--- src/rtl/ram_vga_line_fetcher_if.sv ---
// RAM read port of the VGA line fetcher: one request strobe, a held address,
// and a data word qualified by a valid pulse of arbitrary latency.
interface ram_vga_line_fetcher_if #(
  parameter int ADDR_W = 8,
  parameter int WORD_W = 320
);
  logic              ram_rd;
  logic [ADDR_W-1:0] ram_address;
  logic [WORD_W-1:0] ram_data;
  logic              ram_valid;

  modport master (output ram_rd, ram_address, input ram_data, ram_valid);
  modport slave  (input ram_rd, ram_address, output ram_data, ram_valid);
endinterface

--- src/rtl/ram_vga_line_fetcher.sv ---
// Streams pixels from a line-per-word framebuffer to VGA using ping-pong line
// buffers; the next source line is fetched during horizontal blanking.
module ram_vga_line_fetcher #(
  parameter int H_ACTIVE   = 640,
  parameter int H_TOTAL    = 800,
  parameter int V_ACTIVE   = 480,
  parameter int V_TOTAL    = 525,
  parameter int SCALE_LOG2 = 1,
  parameter int BPP        = 1,
  parameter int WORD_W     = 320,
  parameter int ADDR_W     = 8,
  parameter int BASE_ADDR  = 0
) (
  input  logic                   vga_clk,
  input  logic                   reset,
  input  logic [15:0]            vga_row,
  input  logic [15:0]            vga_col,
  ram_vga_line_fetcher_if.master ram,
  output logic [BPP-1:0]         vga_data,
  output logic                   underrun,
  input  logic                   underrun_clr
);
  localparam int IDX_W = (WORD_W > 1) ? $clog2(WORD_W) : 1;

  typedef enum logic [1:0] {S_IDLE, S_REQ, S_WAIT} state_t;

  state_t            state_q, state_d;
  logic [ADDR_W-1:0] addr_q, addr_d;
  logic [WORD_W-1:0] front_q, front_d, back_q, back_d;
  logic [15:0]       front_tag_q, front_tag_d;
  logic [15:0]       back_tag_q, back_tag_d;
  logic [15:0]       req_tag_q, req_tag_d;
  logic              front_vld_q, front_vld_d;
  logic              back_rdy_q, back_rdy_d;
  logic              underrun_q, underrun_d;
  logic [BPP-1:0]    vga_data_q, vga_data_d;

  logic [15:0]       nxt, src_nxt, pix_idx;
  logic [IDX_W-1:0]  bit_sel;
  logic              start_fetch, swap, active;

  always_comb begin
    nxt         = (vga_row == 16'(V_TOTAL - 1)) ? 16'd0 : vga_row + 16'd1;
    src_nxt     = nxt >> SCALE_LOG2;
    swap        = (vga_col == 16'(H_TOTAL - 1));
    start_fetch = (vga_col == 16'(H_ACTIVE)) && (nxt < 16'(V_ACTIVE)) &&
                  (!front_vld_q || (src_nxt != front_tag_q));
    active      = (vga_col < 16'(H_ACTIVE)) && (vga_row < 16'(V_ACTIVE)) && front_vld_q;
    pix_idx     = vga_col >> SCALE_LOG2;
    // Off-screen columns are steered to index 0 so they never address past the buffer
    bit_sel     = active ? IDX_W'(pix_idx * 16'(BPP)) : '0;
  end

  always_comb begin
    state_d     = state_q;
    addr_d      = addr_q;
    req_tag_d   = req_tag_q;
    back_d      = back_q;
    back_tag_d  = back_tag_q;
    back_rdy_d  = back_rdy_q;
    front_d     = front_q;
    front_tag_d = front_tag_q;
    front_vld_d = front_vld_q;
    underrun_d  = underrun_q & ~underrun_clr;

    case (state_q)
      S_IDLE: begin
        if (start_fetch) begin
          state_d   = S_REQ;
          addr_d    = ADDR_W'(BASE_ADDR) + ADDR_W'(src_nxt);
          req_tag_d = src_nxt;
        end
      end
      S_REQ:  state_d = S_WAIT;
      S_WAIT: begin
        if (ram.ram_valid) begin
          back_d     = ram.ram_data;
          back_tag_d = req_tag_q;
          back_rdy_d = 1'b1;
          state_d    = S_IDLE;
        end
      end
      default: state_d = S_IDLE;
    endcase

    // A fetch still in flight at the swap point blanks the next row; its data lands later
    if (swap) begin
      if (state_q != S_IDLE) begin
        underrun_d  = 1'b1;
        front_vld_d = 1'b0;
      end else if (back_rdy_q) begin
        front_d     = back_q;
        front_tag_d = back_tag_q;
        front_vld_d = 1'b1;
        back_rdy_d  = 1'b0;
      end
    end

    vga_data_d = active ? front_q[bit_sel +: BPP] : '0;
  end

  always_ff @(posedge vga_clk or posedge reset) begin
    if (reset) begin
      state_q     <= S_IDLE;
      addr_q      <= ADDR_W'(BASE_ADDR);
      req_tag_q   <= '0;
      back_q      <= '0;
      back_tag_q  <= '0;
      back_rdy_q  <= 1'b0;
      front_q     <= '0;
      front_tag_q <= '0;
      front_vld_q <= 1'b0;
      underrun_q  <= 1'b0;
      vga_data_q  <= '0;
    end else begin
      state_q     <= state_d;
      addr_q      <= addr_d;
      req_tag_q   <= req_tag_d;
      back_q      <= back_d;
      back_tag_q  <= back_tag_d;
      back_rdy_q  <= back_rdy_d;
      front_q     <= front_d;
      front_tag_q <= front_tag_d;
      front_vld_q <= front_vld_d;
      underrun_q  <= underrun_d;
      vga_data_q  <= vga_data_d;
    end
  end

  assign ram.ram_rd      = (state_q == S_REQ);
  assign ram.ram_address = addr_q;
  assign vga_data        = vga_data_q;
  assign underrun        = underrun_q;
endmodule

--- src/flat_wrapper.sv ---
// flat-port wrapper written by rule: the top's interface ports become plain ports
module ram_vga_line_fetcher_flat 
#(
  parameter int H_ACTIVE   = 640,
  parameter int H_TOTAL    = 800,
  parameter int V_ACTIVE   = 480,
  parameter int V_TOTAL    = 525,
  parameter int SCALE_LOG2 = 1,
  parameter int BPP        = 1,
  parameter int WORD_W     = 320,
  parameter int ADDR_W     = 8,
  parameter int BASE_ADDR  = 0
)
  (vga_clk, reset, vga_row, vga_col, vga_data, underrun, underrun_clr, ram_ram_rd, ram_ram_address, ram_ram_data, ram_ram_valid);
  ram_vga_line_fetcher_if #(.ADDR_W(ADDR_W), .WORD_W(WORD_W)) ram_i ();
  input  logic vga_clk;
  input  logic reset;
  input  logic [15:0] vga_row;
  input  logic [15:0] vga_col;
  output logic [BPP-1:0] vga_data;
  output logic underrun;
  input  logic underrun_clr;
  output wire logic [$bits(ram_i.ram_rd)-1:0] ram_ram_rd;
  output wire logic [$bits(ram_i.ram_address)-1:0] ram_ram_address;
  input wire logic [$bits(ram_i.ram_data)-1:0] ram_ram_data;
  input wire logic [$bits(ram_i.ram_valid)-1:0] ram_ram_valid;
  assign ram_ram_rd = ram_i.ram_rd;
  assign ram_ram_address = ram_i.ram_address;
  assign ram_i.ram_data = ram_ram_data;
  assign ram_i.ram_valid = ram_ram_valid;
  ram_vga_line_fetcher #(.H_ACTIVE(H_ACTIVE), .H_TOTAL(H_TOTAL), .V_ACTIVE(V_ACTIVE), .V_TOTAL(V_TOTAL), .SCALE_LOG2(SCALE_LOG2), .BPP(BPP), .WORD_W(WORD_W), .ADDR_W(ADDR_W), .BASE_ADDR(BASE_ADDR)) u_core (.vga_clk(vga_clk), .reset(reset), .vga_row(vga_row), .vga_col(vga_col), .ram(ram_i), .vga_data(vga_data), .underrun(underrun), .underrun_clr(underrun_clr));
endmodule
--- config.mk ---
export PLATFORM = sky130hd
export DESIGN_NAME = ram_vga_line_fetcher_flat
export DESIGN_NICKNAME = d
export VERILOG_FILES = /design/src/rtl/ram_vga_line_fetcher_if.sv /design/src/rtl/ram_vga_line_fetcher.sv /design/src/flat_wrapper.sv
export SDC_FILE = /design/constraint.sdc
export NUM_CORES = 2
export LEC_CHECK = 0
export BUFFER_PORTS_ARGS = -buffer_cell sky130_fd_sc_hd__buf_2
export CORE_MARGIN = 2
export CORE_UTILIZATION = 46
export DETAILED_ROUTE_END_ITERATION = 6
export PLACE_DENSITY = 0.66
export SETUP_SLACK_MARGIN = 0.4
export SLEW_MARGIN = 20
export SYNTH_ARGS = -nofsm -noshare
export SYNTH_HDL_FRONTEND = slang
export SYNTH_SLANG_ARGS = --single-unit
--- constraint.sdc ---
create_clock -name vga_clk -period 33.6 [get_ports vga_clk]
set_input_delay 6.72 -clock vga_clk [delete_from_list [all_inputs] [get_ports vga_clk]]
set_output_delay 6.72 -clock vga_clk [all_outputs]
set_load 0.005 [all_outputs]
# After elaboration in Yosys (flattened, before gate mapping)
# Cells that the tools add are included.
# totals
register_bits	699
inputBits	356
# op_classes
add_sub_neg	1
order_cmp	3
n_eq_ne	8
shift	1
n_mux	15
bitwise_logic	3
n_reduce_logical	14
# op_table
operator	count
320-bit by 10-bit indexed part select with 1-bit output	1
16-bit by 10-bit == test with 1-bit output (second input constant)	3
16-bit by 9-bit less-than comparator with 1-bit output (second input constant)	2
16-bit by 1-bit adder with 16-bit output (second input constant)	1
16-bit by 10-bit less-than comparator with 1-bit output (second input constant)	1
16-bit 2-to-1 mux	1
15-bit inequality test	1
1-bit 2-to-1 mux	10
9-bit 2-to-1 mux	1
2-bit AND reduction	4
2-bit one-hot mux with 3 select lines	1
1-bit logical AND	4
2-bit 2-to-1 mux	2
2-bit nonzero test	2
3-bit AND reduction	1
2-bit by 1-bit == test with 1-bit output (second input constant)	1
2-bit == test (second input constant)	1
2-bit logical NOT	1
2-bit by 1-bit inequality test with 1-bit output (second input constant)	1
2-bit inequality test (second input constant)	1
1-bit inverter	2
1-bit AND	1
1-bit logical NOT	1
1-bit logical OR	1

# Depth between registers and ports, before layout
# depth
word_depth	7
depth_mapped	13
ltp_nobuf	11

# Least setup slack after synthesis
# OpenSTA, ideal clock, no wires.
# synth_timing
path_type	input to register
from	input vga_row[10]
to	register u_core.vga_data_q, in the netlist u_core.vga_data
arrival_time_ns	9.090
required_time_ns	33.480
slack_ns	24.390
stages	10
n_path_buf	1
path_cell_list	buf_2 -> nor4_4 -> nand4_1 -> nor2_2 -> mux2_2 -> a2111oi_0 -> and3b_1 -> nor4bb_1 -> a32oi_1 -> and4_1
# synth_via
elab_chain_len	6
# synth_lines
item	line	source
start, declared	flat_wrapper.sv:18	input logic [15:0] vga_row;
16-bit by 9-bit less-than comparator with 1-bit output *	ram_vga_line_fetcher.sv:48	active = (vga_col < 16'(H_ACTIVE)) && (vga_row < 16'(V_ACTIVE)) && front_vld_q;
1-bit logical AND * (2 in a row)	ram_vga_line_fetcher.sv:48	
9-bit 2-to-1 mux	ram_vga_line_fetcher.sv:51	bit_sel = active ? IDX_W'(pix_idx * 16'(BPP)) : '0;
320-bit by 10-bit indexed part select with 1-bit output	ram_vga_line_fetcher.sv:99	vga_data_d = active ? front_q[bit_sel +: BPP] : '0;
1-bit 2-to-1 mux *	ram_vga_line_fetcher.sv:99	
named net u_core.vga_data_d	ram_vga_line_fetcher.sv:36	logic [BPP-1:0] vga_data_q, vga_data_d;
end signal, assigned	ram_vga_line_fetcher.sv:126	vga_data_q <= vga_data_d;
end, declared	ram_vga_line_fetcher.sv:36	
# The timed path passes the listed nets; every way through them passes the cells marked *.
# A chain may end at the register's enable or synchronous reset.

# Final worst setup path
# layout_timing
from	input vga_row[9]
to	register u_core.vga_data_q, in the netlist u_core.vga_data
# Same word-level chain as after synthesis.

==> qor.yml <==
placementRows: 93
run_status: "finished clean"
drive_above_1_share_pct: 50.2
origin_of_the_worst_min_delay_path: "u_core.back_tag_q[5]"
hold_end: "u_core.back_tag_q[5]"
fmaxAchievable_mhz: 95.4
clkLatencyLatePin_ns: 0.62
synth_most_common_cell: "dfrtp_1"
dpl_worst_slack_ns: 22.47
die_height_um: 258
avgRoutedWirePerCell_um: 24.0
hold_path_class: "register to register"
worst_r2r_path_depth: 10
finalWorstPathRequiredPeriod_ns: 10.49
cts_buffers: 75
timing.final.max_slew_violations: 0
critical_path.reg2reg.startpoint: "u_core.front_vld_q"
globalRouteTotalUtil_pct: 24.2
cts_setup_buffers: 0
max_slew.worst_pin.slew_ns: 1.11
place_congestion: 0.842
synth_commonest_cells: "dfrtp_1, mux2_2, clkbuf_1, nand2_1, mux2i_1"
cts.hold.buffers_added: 0
drt-total-wl_um: 80200
synthesis.nets: 2440
yosys_register_bits: 691
rsz_0062_raised_after_global_routing: "false"
main_combinational_cell_family_by_area_after_synthesis: "multiplexers"
post-route-drc-count: 0
synth-compound-area-share_pct: 4.56
synth.area.mux_share_pct: 29.0
peakVddDrop_uv: 33.7
data_required_critical_path_ns: 34.11
drtAntennaViolNets: 0
worst_slew_margin_rel_pct: 26.2
setup_viol: 0
grt_use_met2_pct: 39.5
layout.nets: 2779
crit_path_start_kind: "primary input"
synth_async_sr_flop_share_pct: 100
synthDominantCellAreaShare_pct: 58.4
totalNegativeSetupSlack_ns: 0
power.static_leakage_nw: 17.8
die_w_um: 258
cts.root.buffer_cell: "clkbuf_16"
dr.first_iter.drc_count: 1390
tritoncts_clock_tree: "built"
finalCoreUtilization_pct: 54.3
hold_crit_depth: 2
maximum_number_of_pins_on_one_net_before_global_route_repair: 125
fp.dieArea_sq_um: 66400
synthesis.area_sq_um: 29600
maximum_fanout_along_the_worst_path: 40
grt.met3_usage_pct: 5.12
cts_num_sinks: 691
clk_pin_slew_worst_paths_ns: 0.06
worst_setup_path_end_kind: "register"
core_area_sq_um: 64000
first_global_vias: 20036
timing.reg2reg.setup_slack_ns: 28.91
power.density_nw_per_um2: 49.7
dominantRegCellSynth: "dfrtp_1"
hpwl_um: 55700
post_synth_and_or_nand_nor_area_fraction_pct: 4.89
grt_use_met1_pct: 32.4
post_synth_inst_count: 2082
layout_worst_path_cycle_share_pct: 31.2
synth_top_area_cell: "dfrtp_1"
timing.setup.critical_path_class: "primary input to register"
htree_levels: 3
busiest_layer: "met2"
top_level_ports: 367
number_of_distinct_library_cell_variants_in_the_gate_level_netlist_after_synthesis: 83
synthToLayoutAreaGrowth_pct: 17.4
vias: 18849
synth.yosys.seq_area_share_pct: 58.4
route.detailed.vias_per_inst: 5.65
initial_utilization_pct: 46.3
clock-skew-final_ns: 0.0220
synth-xor-area-share_pct: 0.820
crit-reg2reg-capture: "u_core.vga_data"
post_cts_sizing: 0
grt_first_pass_wirelength_um: 122000
critical_path_arrival_ns: 11.00
cts-root-to-sink-buffers: 3
drt_pass1_iterations: 5
grt-ovfl-total: 0
synth.yosys.warnings: 0
fill_cell_total_of_the_finished_layout: 5343
portBuffers: 366
synth_fa_ha_area_share_pct: 0.0845
grt_antenna_before_repair: 9
max_cap_violations: 0
synth.area.top_cells: "dfrtp_1, mux2_2, mux2i_1"
synth-edff-count: 0
avgSynthCellArea_sq_um: 14.2
hold_viol: 0
setup_ws_post_layout_ns: 23.11
-- worst max-delay path, stage by stage --
cell and delay, ns:
buf_2 0.17, nor4b_2 0.33, nand3_1 0.55, nor2_4 0.66
buf_4 0.60, nand2_1 0.45, o221ai_1 0.32, nor3_1 0.08
nor4_1 0.76, a211oi_1 0.10, and4_1 0.25
-- state kept, by name, summed over array words and instances, names as in the netlist --
name and flops:
u_core.back_rdy_q 1, u_core.ram.ram_address 7, u_core.front_tag_q 15, u_core.vga_data 1, u_core.front_q 320, u_core.back_q 320
u_core.front_vld_q 1, u_core.back_tag_q 15, u_core.state_q 2, u_core.req_tag_q 8, u_core.underrun 1
-- how the worst max path moves through the flow --
stage / startpoint / slack [ns] / to
floorplan: reset / 7.51 / u_core.back_q[0]
finish: vga_row[9] / 23.11 / u_core.vga_data
CTS: vga_row[9] / 23.16 / u_core.vga_data
detailed placement: vga_row[9] / 22.47 / u_core.vga_data
global route: vga_row[9] / 22.82 / u_core.vga_data
global placement: vga_row[9] / 22.64 / u_core.vga_data
-- cell families after synthesis --
logic type	count (synthesis)
AOI/OAI and AO/OA	189
xor gates and xnor gates	26
adders and majority gates	2
buffers and inverters	150
DFF	691
muxes	758
and+or+nand+nor	266
-- area by class of cell --
class                   instances  area [sq um]  share of cell area, %
diodes                          5          12.5                 0.0360
clock buffers                 107          2170                   6.24
clock inverters                24           320                  0.921
inverters                      15          63.8                  0.184
multi-input cells            1241         11700                   33.6
flip-flops and latches        691         17300                   49.7
well taps                     855          1070                   3.08
repair buffers                397          2140                   6.16
-- per-stage QoR --
| stage | cell area [sq um] | hold WS, ns | total power [mW] | cells |
|---|---|---|---|---|
| final | 34800 | 0.489 | 1.73 | 3335 |
| after global placement | 32200 | 0.462 | 0.912 | 3196 |
| after CTS | 34700 | 0.486 | 1.75 | 3327 |
| after detailed placement | 32200 | 0.475 | 0.913 | 3196 |
| after floorplan | 29600 | 0.446 | 0.874 | 2082 |
| after global routing | 34800 | 0.511 | 1.79 | 3332 |
-- report_power, final --
group          total [mW]  switching [mW]  internal [mW]
Sequential          0.832     0.000000838          0.832
Clock               0.829           0.333          0.497
Combinational      0.0647          0.0431         0.0216
-- placed cells by master, fill, tap and decap left out, drive strengths merged, types with 14 or more instances in the layout --
master,synthesis,layout
dfrtp,691,691
buf,54,397
o21ai,24,24
nor2,40,40
nand3,31,31
nor4,17,17
nor3,20,20
inv,14,15
mux2,689,689
xnor2,14,14
clkbuf,81,107
a211oi,17,17
nand2,82,82
a221oi,27,27
nor2b,18,18
clkinv,1,16
a21oi,47,47
mux2i,58,58
-- routing by layer --
layer / part of all wire, % / wire length, um / up-vias
li1: - / - / 8267
met1: 42 / 33900 / 9853
met2: 48 / 38800 / 564
met3: 6.0 / 4830 / 155
met4: 3.2 / 2530 / 10
met5: 0.064 / 51 / -
No activity file was read; power rests on OpenSTA's default activity.
